===== config.mk =====
export PLATFORM = sky130hd
export DESIGN_NAME = uart_rx
export DESIGN_NICKNAME = d
export VERILOG_FILES = /design/src/rtl/uart_rx.sv
export SDC_FILE = /design/constraint.sdc
export NUM_CORES = 1
export LEC_CHECK = 0
export BUFFER_PORTS_ARGS = -buffer_cell sky130_fd_sc_hd__buf_2
export CAP_MARGIN = 10
export CORE_MARGIN = 4
export CORE_UTILIZATION = 55
export CTS_CLUSTER_DIAMETER = 150
export DETAILED_ROUTE_END_ITERATION = 16
export GPL_ROUTABILITY_DRIVEN = 0
export PLACE_DENSITY_LB_ADDON = 0.3
export SETUP_SLACK_MARGIN = 0.15
export SLEW_MARGIN = 5
export SYNTH_ARGS = -nofsm -noshare
export SYNTH_HDL_FRONTEND = slang
export SYNTH_SLANG_ARGS = --single-unit

===== constraint.sdc =====
create_clock -name clk -period 5.1 [get_ports clk]
set_input_delay 1.275 -clock clk [delete_from_list [all_inputs] [get_ports clk]]
set_output_delay 1.275 -clock clk [all_outputs]
set_load 0.02 [all_outputs]

===== src/rtl/uart_rx.sv =====
`default_nettype none
// +--------------------------------------------------------------------+
// | Module   : uart_rx                                                 |
// | Purpose  : 8N1 UART receiver. Synchronizes the RX line, samples    |
// |            each bit at its centre, strobes good bytes and flags    |
// |            frames whose stop bit reads low.                        |
// | Revision : 1.0 - initial release                                   |
// +--------------------------------------------------------------------+
module uart_rx #(
  parameter int CLK_FREQ = 12_000_000,
  parameter int BAUD     = 115200
) (
  input  logic       clk,
  input  logic       rst_n,
  input  logic       rx_in,
  output logic [7:0] rx_data,
  output logic       rx_valid,
  output logic       rx_frame_err,
  output logic       rx_busy
);

  localparam int          c_CLKS_PER_BIT = CLK_FREQ / BAUD;
  localparam int          c_HALF_BIT     = c_CLKS_PER_BIT / 2;
  localparam logic [15:0] c_BIT_LAST     = 16'(c_CLKS_PER_BIT - 1);
  localparam logic [15:0] c_HALF_LAST    = 16'(c_HALF_BIT - 1);

  typedef enum logic [2:0] {
    S_IDLE      = 3'd0,
    S_START_BIT = 3'd1,
    S_DATA_BITS = 3'd2,
    S_STOP_BIT  = 3'd3,
    S_WAIT_IDLE = 3'd4
  } state_t;

  logic        r_sync_meta;
  logic        r_sync;
  state_t      r_state;
  state_t      w_next_state;
  logic [15:0] r_clk_count;
  logic [2:0]  r_bit_index;
  logic [7:0]  r_shift;
  logic        w_half_done;
  logic        w_bit_done;

  assign w_half_done = (r_clk_count == c_HALF_LAST);
  assign w_bit_done  = (r_clk_count == c_BIT_LAST);
  assign rx_busy     = (r_state != S_IDLE);

  // Two-flop synchronizer; idle-high reset so no false start comes out of reset
  always_ff @(posedge clk or negedge rst_n) begin
    if (!rst_n) begin
      r_sync_meta <= 1'b1;
      r_sync      <= 1'b1;
    end else begin
      r_sync_meta <= rx_in;
      r_sync      <= r_sync_meta;
    end
  end

  // FSM state register
  always_ff @(posedge clk or negedge rst_n) begin
    if (!rst_n) r_state <= S_IDLE;
    else        r_state <= w_next_state;
  end

  // Next-state logic; unknown encodings fall back to IDLE
  always_comb begin
    w_next_state = S_IDLE;
    case (r_state)
      S_IDLE:      w_next_state = r_sync ? S_IDLE : S_START_BIT;
      S_START_BIT: begin
        w_next_state = S_START_BIT;
        if (w_half_done) w_next_state = r_sync ? S_IDLE : S_DATA_BITS;
      end
      S_DATA_BITS: begin
        w_next_state = S_DATA_BITS;
        if (w_bit_done && (r_bit_index == 3'd7)) w_next_state = S_STOP_BIT;
      end
      S_STOP_BIT: begin
        w_next_state = S_STOP_BIT;
        // Leaving at mid-stop-bit lets a directly following start edge be caught
        if (w_bit_done) w_next_state = r_sync ? S_IDLE : S_WAIT_IDLE;
      end
      S_WAIT_IDLE: w_next_state = r_sync ? S_IDLE : S_WAIT_IDLE;
      default:     w_next_state = S_IDLE;
    endcase
  end

  // Bit timing, data shifting and output strobes
  always_ff @(posedge clk or negedge rst_n) begin
    if (!rst_n) begin
      r_clk_count  <= 16'd0;
      r_bit_index  <= 3'd0;
      r_shift      <= 8'h00;
      rx_data      <= 8'h00;
      rx_valid     <= 1'b0;
      rx_frame_err <= 1'b0;
    end else begin
      rx_valid     <= 1'b0;
      rx_frame_err <= 1'b0;
      case (r_state)
        S_START_BIT: begin
          if (w_half_done) r_clk_count <= 16'd0;
          else             r_clk_count <= r_clk_count + 16'd1;
        end
        S_DATA_BITS: begin
          if (w_bit_done) begin
            r_clk_count <= 16'd0;
            r_shift     <= {r_sync, r_shift[7:1]};
            // Wraps to zero after the eighth bit
            r_bit_index <= r_bit_index + 3'd1;
          end else begin
            r_clk_count <= r_clk_count + 16'd1;
          end
        end
        S_STOP_BIT: begin
          if (w_bit_done) begin
            r_clk_count <= 16'd0;
            if (r_sync) begin
              rx_data  <= r_shift;
              rx_valid <= 1'b1;
            end else begin
              rx_frame_err <= 1'b1;
            end
          end else begin
            r_clk_count <= r_clk_count + 16'd1;
          end
        end
        default: begin
          r_clk_count <= 16'd0;
          r_bit_index <= 3'd0;
        end
      endcase
    end
  end

endmodule
`default_nettype wire


Word-level counts from Yosys, hierarchy flattened
Index checks and enable logic that the tools add are counted.
{"block": "classes", "n_mux": 18, "eq_ne": 8, "add_sub_neg": 2, "reduce_logical": 8, "n_bitwise": 1}
{"cell": "$mux 16", "n": 2}
{"cell": "$pmux 16 s2", "n": 1}
{"cell": "$add 16x1->16 const B", "n": 1}
{"cell": "$eq 16x6->1 const B", "n": 1}
{"cell": "$eq 16x7->1 const B", "n": 1}
{"cell": "$pmux 3 s5", "n": 1}
{"cell": "$mux 3", "n": 3}
{"cell": "$mux 1", "n": 8}
{"cell": "$eq 3x2->1 const B", "n": 2}
{"cell": "$eq 3x3->1 const B", "n": 2}
{"cell": "$pmux 3 s2", "n": 1}
{"cell": "$mux 2", "n": 2}
{"cell": "$reduce_and 2->1", "n": 2}
{"cell": "$reduce_or 2->1", "n": 2}
{"cell": "$add 3x1->3 const B", "n": 1}
{"cell": "$eq 3x1->1 const B", "n": 1}
{"cell": "$logic_not 3->1", "n": 1}
{"cell": "$reduce_and 3->1", "n": 1}
{"cell": "$reduce_bool 3->1", "n": 1}
{"cell": "$ne 2x2->1 const B", "n": 1}
{"cell": "$logic_and 1x1->1", "n": 1}
{"cell": "$not 1->1", "n": 1}
{"block": "word_totals", "regBits": 42, "elab_cells": 46, "out_inout_bits": 11, "in_bits": 3}

Longest topological paths before layout
Gate-level depths: netlist of run 1.
{"block": "depth", "word_depth": 4, "depth_mapped": 6, "depth_no_buf": 5}

Worst setup path after synthesis of run 1
No wires, ideal clock.
{"block": "synth_path", "path_type": "reg2out", "startpoint": "register r_state[2]", "endpoint": "output port rx_busy", "path_buffers": 0, "arrival_ns": 0.885, "setup_slack_ns": 2.940, "path_stages_with_launch": 2, "path_cell_list": "dfrtp_1 -> or3_1"}
{"block": "synth_via", "elab_chain_len": 1}
{"element": "start: declaration", "line": "37", "rtl": "state_t r_state;"}
{"element": "start signal: assignment", "line": "63", "rtl": "else r_state <= w_next_state;"}
{"element": "$reduce_bool 3->1", "line": "47", "rtl": "assign rx_busy = (r_state != S_IDLE);"}
{"element": "end: declaration", "line": "19", "rtl": "output logic rx_busy"}
Every way passes these cells.

Worst setup path in the final report of run 1
Ends and elaborated chain as after synthesis.

==> metrics, run 1 <==
hold violation count in the final report=0; period utilization=52.7%; Internal Power=389 µW; Rel. slew slack=40.3%; die width=67.9 µm; Sw Share=23.0%; Port Buffers=13; drt wl/cell=14.6 µm; outcome=complete, no violations; Place WS=2.83 ns; Critical-path top delay cell=dfrtp_1; layout cells sized above 1=26.1%; post-synth cell types=39; Yosys warnings=0; CP Max Fanout=7; Initial DRC Count=93; Initial Util=58.1%; commonest non-fill, non-tap cells in the layout=40 x dfrtp_1, 21 x nor2_1, 13 x buf_2, 11 x xnor2_1; Rows=21; clock-pin slew on the worst setup and hold paths=0.13 ns; total grt overflow=0; largest family of logic cells by synthesized area=simple AND/OR/NAND/NOR gates; Hold Path Origin=r_sync_meta$_DFF_PN1_; syn nets=168; Compound-Gate Fraction of Synth Area=4.00%; ranking of synthesized cells by area=dfrtp_1 51%, mux2_4 6.1%, xnor2_1 4.9%; crit start category=flop; Max clock buf depth=2; CP arrival=1.41 ns; hold depth=0; fillcell total=255; XOR/XNOR Fraction of Synth Area=5.78%; total power=505 µW; min Tclk post-route=2.69 ns; Post-DRT Antenna Nets=0; cell taking the most area after synthesis=dfrtp_1; top-area cell type share of the netlist area=50.8%; via count=1269; maximum vdd drop=194 µV; top achievable clock speed=0.372 GHz; NumNets Final=185; number of synthesized register bits=42; Reg-to-Reg Start=r_clk_count[0]$_DFF_PN0_; CP peak stage delay=0.48 ns; Reg power frac=66.4%; Hold WC Path Type=reg2reg; Syn Inst Count=162; register area=0.00105 mm²; RSZ-0062 raised after global routing=no; static leakage=1.02 nW; critical-path cell list=or3_1, buf_2; fin. max-slew vios=0; Core Region=0.00339 mm²; reg-to-reg slack, setup=3.00 ns; Die ar.=0.00460 mm²; CTS tree=built; Clock Skew=0.0137 ns; H-tree depth=2; most common cell after layout, fill and taps aside=dfrtp_1; combinational group share of total power=1.3%; CTS sink count=42; Seq/Total Area, Yosys=53.5%; Syn Area/Cell=12.2 µm²; initial antenna violation count=0; Pre-antenna DRT Iters=4; Detailed Route WL=3290 µm; largest net degree at the start of global routing=43; Clock power frac=32.2%; Final Setup Violations=0; Hold Path End=r_sync$_DFF_PN1_; setup TNS=0 ns; Setup CP Type=reg2out; Cell Pwr Density=237 mW/mm²; Psw=116 µW; Worst Tran Pin Value=0.895 ns; GRT Util Overall=16.2%; IO Pins=14; worst skew pair latency=0.36 ns; Post-DP HPWL=2340 µm; capture point of the worst reg-to-reg path=r_clk_count[4]$_DFF_PN0_; post-synthesis simple-gate area fraction=21.7%; CP required=3.83 ns; global-route wire length before repair=5510 µm; Hold-fix buffers, CTS=0; mux cell area share after synthesis=11.2%; FF-to-FF path depth=5; final worst setup slack=2.41 ns; Placed Instance Area=0.00207 mm²; Area Overhead vs Synth=8.00%; TritonCTS buffer count=5; Worst Hold Slack=0.363 ns; Mapped Area=0.00197 mm²; Resized cells post-CTS=0; die height=67.9 µm; DRC viols=0; area of the multi-input gates=878 µm²; Avg Vias per Cell=5.62; Setup Buffers After CTS=0; Synth Area in Adders=1.90%; post-route cell area=0.00213 mm²; Antenna Diode Count=0; vias in the first global route=1226; Max Cap Viol=0; CP endpoint kind=output pin; Root Buffer=clkbuf_4
## power by group through the flow
| stage | Clock (mW) | Sequential [mW] | Combinational [mW] |
|---|---|---|---|
| floorplan | 0 | 0.341 | 0.0000261 |
| global placement | 0 | 0.342 | 0.00710 |
| detailed placement | 0 | 0.342 | 0.00717 |
| CTS | 0.171 | 0.335 | 0.00724 |
| global route | 0.182 | 0.336 | 0.00826 |
| finish | 0.163 | 0.335 | 0.00666 |
## state kept, by name, indices dropped and copies added, names as in the netlist
signal / count
r_clk_count: 16
r_shift: 8
rx_data: 8
r_bit_index: 3
r_state: 3
r_sync: 1
r_sync_meta: 1
rx_frame_err: 1
rx_valid: 1
## Yosys cell counts
| cell | instances |
|---|---|
| dfrtp_1 | 40 |
| nor2_1 | 21 |
| xnor2_1 | 11 |
| mux2_2 | 8 |
| mux2_4 | 8 |
| nand2_1 | 7 |
| nor3_1 | 7 |
| nand3_1 | 6 |
| nand4_1 | 6 |
| inv_1 | 4 |
| ha_1 | 3 |
| nor2b_1 | 3 |
| nor4_1 | 3 |
| or3_1 | 3 |
| a21oi_1 | 2 |
| a22o_1 | 2 |
| and4bb_2 | 2 |
| dfstp_2 | 2 |
| nor3b_1 | 2 |
| nor4_4 | 2 |
| xor2_1 | 2 |
| a22oi_2 | 1 |
| a2bb2oi_1 | 1 |
| and2_1 | 1 |
| and3b_1 | 1 |
| buf_4 | 1 |
| buf_6 | 1 |
| clkbuf_2 | 1 |
| mux2i_1 | 1 |
| nand2b_1 | 1 |
| nand2b_4 | 1 |
| nand4_4 | 1 |
| nor2_4 | 1 |
| o21ai_0 | 1 |
| o221ai_1 | 1 |
| o2bb2ai_1 | 1 |
| o31ai_1 | 1 |
| or2_0 | 1 |
| or4_1 | 1 |
## critical path, delay by kind of cell (launching register included)
| family | cells | cell delay (ns) |
|---|---|---|
| DFF | 1 | 0.48 |
| and+or+nand+nor | 1 | 0.41 |
| buffers and inverters | 1 | 0.17 |
## through the flow
stage          std cells  util, %
2_1_floorplan        162        -
3_3_place_gp         218     61.1
3_5_place_dp         218     61.1
4_1_cts              226     62.8
5_1_grt              226     62.8
6_report             226     62.8
## routing by layer
metal  GRT usage [%]  up-vias  share of wire, %
met5               0        -                 0
met4            7.44        0               1.4
met3            3.94        6               4.3
met2            23.3       25                47
met1            23.0      623                48
li1                -      615                 -
## final cells by class
| type | instances | area share, % |
|---|---|---|
| multi-input cells | 113 | 41.3 |
| inverters | 4 | 0.705 |
| repair buffers | 13 | 3.06 |
| clock buffers | 5 | 1.76 |
| well taps | 46 | 2.70 |
| clock inverters | 3 | 0.999 |
| flip-flops and latches | 42 | 49.5 |
## logic make-up after synthesis
group	after synthesis
compound gates	10
simple gates	70
fa+ha+maj	3
buf+inv	7
mux	17
flops	42
xor+xnor	13
## worst max path at each step
| stage | cells after the start | end | slack, ns | start |
|---|---|---|---|---|
| global route | 2 | rx_busy | 2.36 | r_state[2]$_DFF_PN0_ |
| finish | 2 | rx_busy | 2.41 | r_state[2]$_DFF_PN0_ |
| floorplan | 1 | rx_busy | 2.94 | r_state[2]$_DFF_PN0_ |
| detailed placement | 2 | rx_busy | 2.83 | r_state[2]$_DFF_PN0_ |
| CTS | 2 | rx_busy | 2.40 | r_state[2]$_DFF_PN0_ |
| global placement | 2 | rx_busy | 2.87 | r_state[2]$_DFF_PN0_ |
Note: power is estimated with default switching activity, not from simulation.
==> inputs of run 2 (changes only) <==
==> constraint.sdc (replaced) <==
create_clock -name clk -period 2.56 [get_ports clk]
set_input_delay 0.64 -clock clk [delete_from_list [all_inputs] [get_ports clk]]
set_output_delay 0.64 -clock clk [all_outputs]
set_load 0.02 [all_outputs]
==> run 2 against run 1 <==
Utilization decreased by 0.11 points. Combinational power increased by 97%. Non-clock buffer count unchanged. Routed wire length decreased by 0.91%. Design area decreased by 0.18%. Sequential cell count unchanged. Clock-buffer cell count increased by 1. Cell count unchanged. Highest routed layer unchanged. Sequential power increased by 99%. Critical path depth increased by 3. Sequential share of layout area increased by 0.087 points.
==> metrics, run 2 (synthesis results as in run 1) <==
outcome=complete, no violations; fillcell total=274; Hold-fix buffers, CTS=0; critical-path cell list=ha_1, and4bb_2, nand4_4, a22oi_2, nor2_1; CP Max Fanout=16; DRC viols=0; crit path to=r_clk_count[12]$_DFF_PN0_; setup TNS=0 ns; Antenna Diode Count=0; Largest regs=r_clk_count: 16 flops, r_shift: 8 flops, rx_data: 8 flops; Setup CP Type=reg2reg; CP endpoint kind=flop; fin. max-slew vios=0; CP startpoint=r_clk_count[0]$_DFF_PN0_; clock-pin slew on the worst setup and hold paths=0.12 ns; drt wl/cell=14.4 µm; placed cells=218; Worst Hold Slack=0.365 ns; fin cells=226; Initial Util=58.1%; Critical-path top delay cell=a22oi_2; Reg with most FFs=r_clk_count; Post-DP HPWL=2370 µm; Root Buffer=clkbuf_4; Hold WC Path Type=reg2reg; CP required=2.76 ns; Pre-antenna DRT Iters=4; Final Core Density=62.7%; via count=1245; FF-to-FF path depth=5; Cell Pwr Density=469 mW/mm²; RSZ-0062 raised after global routing=no; Worst Tran Pin Value=0.884 ns; Final Setup Violations=0; most common cell after layout, fill and taps aside=dfrtp_1; die width=67.9 µm; total grt overflow=0; period utilization=81.4%; Setup Buffers After CTS=0; Port Buffers=13; Area Overhead vs Synth=7.81%; CP peak stage delay=0.64 ns; commonest non-fill, non-tap cells in the layout=40 x dfrtp_1, 21 x nor2_1, 13 x buf_2, 11 x xnor2_1; max reg flops=16; hold violation count in the final report=0; Detailed Route WL=3260 µm; Max clock buf depth=2; crit start category=flop; NumNets Final=185; Crit path max-delay family=compound AO/OA/AOI/OAI gates; Core Region=0.00339 mm²; Rel. slew slack=41.1%; CTS tree=built; reg-to-reg slack, setup=0.48 ns; IO Pins=14; total power=996 µW; Max Cap Viol=0; min Tclk post-route=2.08 ns; CP Depth=5; TritonCTS buffer count=5; global-route wire length before repair=5830 µm; die height=67.9 µm; layout cells sized above 1=25.6%; worst skew pair latency=0.35 ns; Die ar.=0.00460 mm²; largest net degree at the start of global routing=43; H-tree depth=2; register area=0.00105 mm²; worst path buffer plus inverter count=0; top achievable clock speed=0.480 GHz; Post-DRT Antenna Nets=0; vias in the first global route=1285; area of the multi-input gates=878 µm²; Rows=21; GRT Util Overall=16.9%; Clock Skew=0.0201 ns; initial antenna violation count=0; Reg-to-Reg Start=r_clk_count[0]$_DFF_PN0_; Avg Vias per Cell=5.51; CTS sink count=42; capture point of the worst reg-to-reg path=r_clk_count[12]$_DFF_PN0_; static leakage=1.02 nW; Resized cells post-CTS=0; CP arrival=2.28 ns; Initial DRC Count=122; maximum vdd drop=284 µV
-- run 2: cell types whose count changed in the layout (fill, tap and decap cells not counted) --
| cell | change |
|---|---|
| clkbuf_1 | +1 |
| clkinvlp_4 | -1 |
-- run 2: power breakdown --
group          internal, mW  total, mW  switching [mW]
registers             0.666      0.668         0.00155
clock network         0.108      0.315           0.207
logic               0.00113     0.0131          0.0119
-- run 2: routing by layer --
layer  vias up  GRT usage [%]  wire (µm)
li1        610              -          -
met1       607           22.8       1520
met2        24           26.4       1560
met3         4           4.27        160
met4         0           6.45         25
met5         -              0          0
-- run 2: worst min path at each step --
stage,from,to,slack (ns),cells after the start
final,r_sync_meta$_DFF_PN1_,r_sync$_DFF_PN1_,0.36,0
after global routing,rx_in,r_sync_meta$_DFF_PN1_,0.35,1
after CTS,rx_in,r_sync_meta$_DFF_PN1_,0.36,1
after detailed placement,r_sync_meta$_DFF_PN1_,r_sync$_DFF_PN1_,0.35,0
after global placement,r_sync_meta$_DFF_PN1_,r_sync$_DFF_PN1_,0.35,0
after floorplan,rst_n,r_bit_index[0]$_DFFE_PN0P_,0.34,0
-- run 2: area by class of cell --
class                   count  share of cell area [%]
repair buffers             13                    3.06
well taps                  46                    2.71
inverters                   4                   0.707
multi-input cells         113                    41.3
clock inverters             2                   0.648
flip-flops and latches     42                    49.6
clock buffers               6                    1.94
-- run 2: stage by stage --
stage          worst slack [ns]  cell area (µm²)
3_3_place_gp              0.592             2070
3_5_place_dp              0.479             2070
5_1_grt                   0.318             2120
4_1_cts                   0.479             2120
2_1_floorplan             0.809             1970
6_report                  0.475             2120
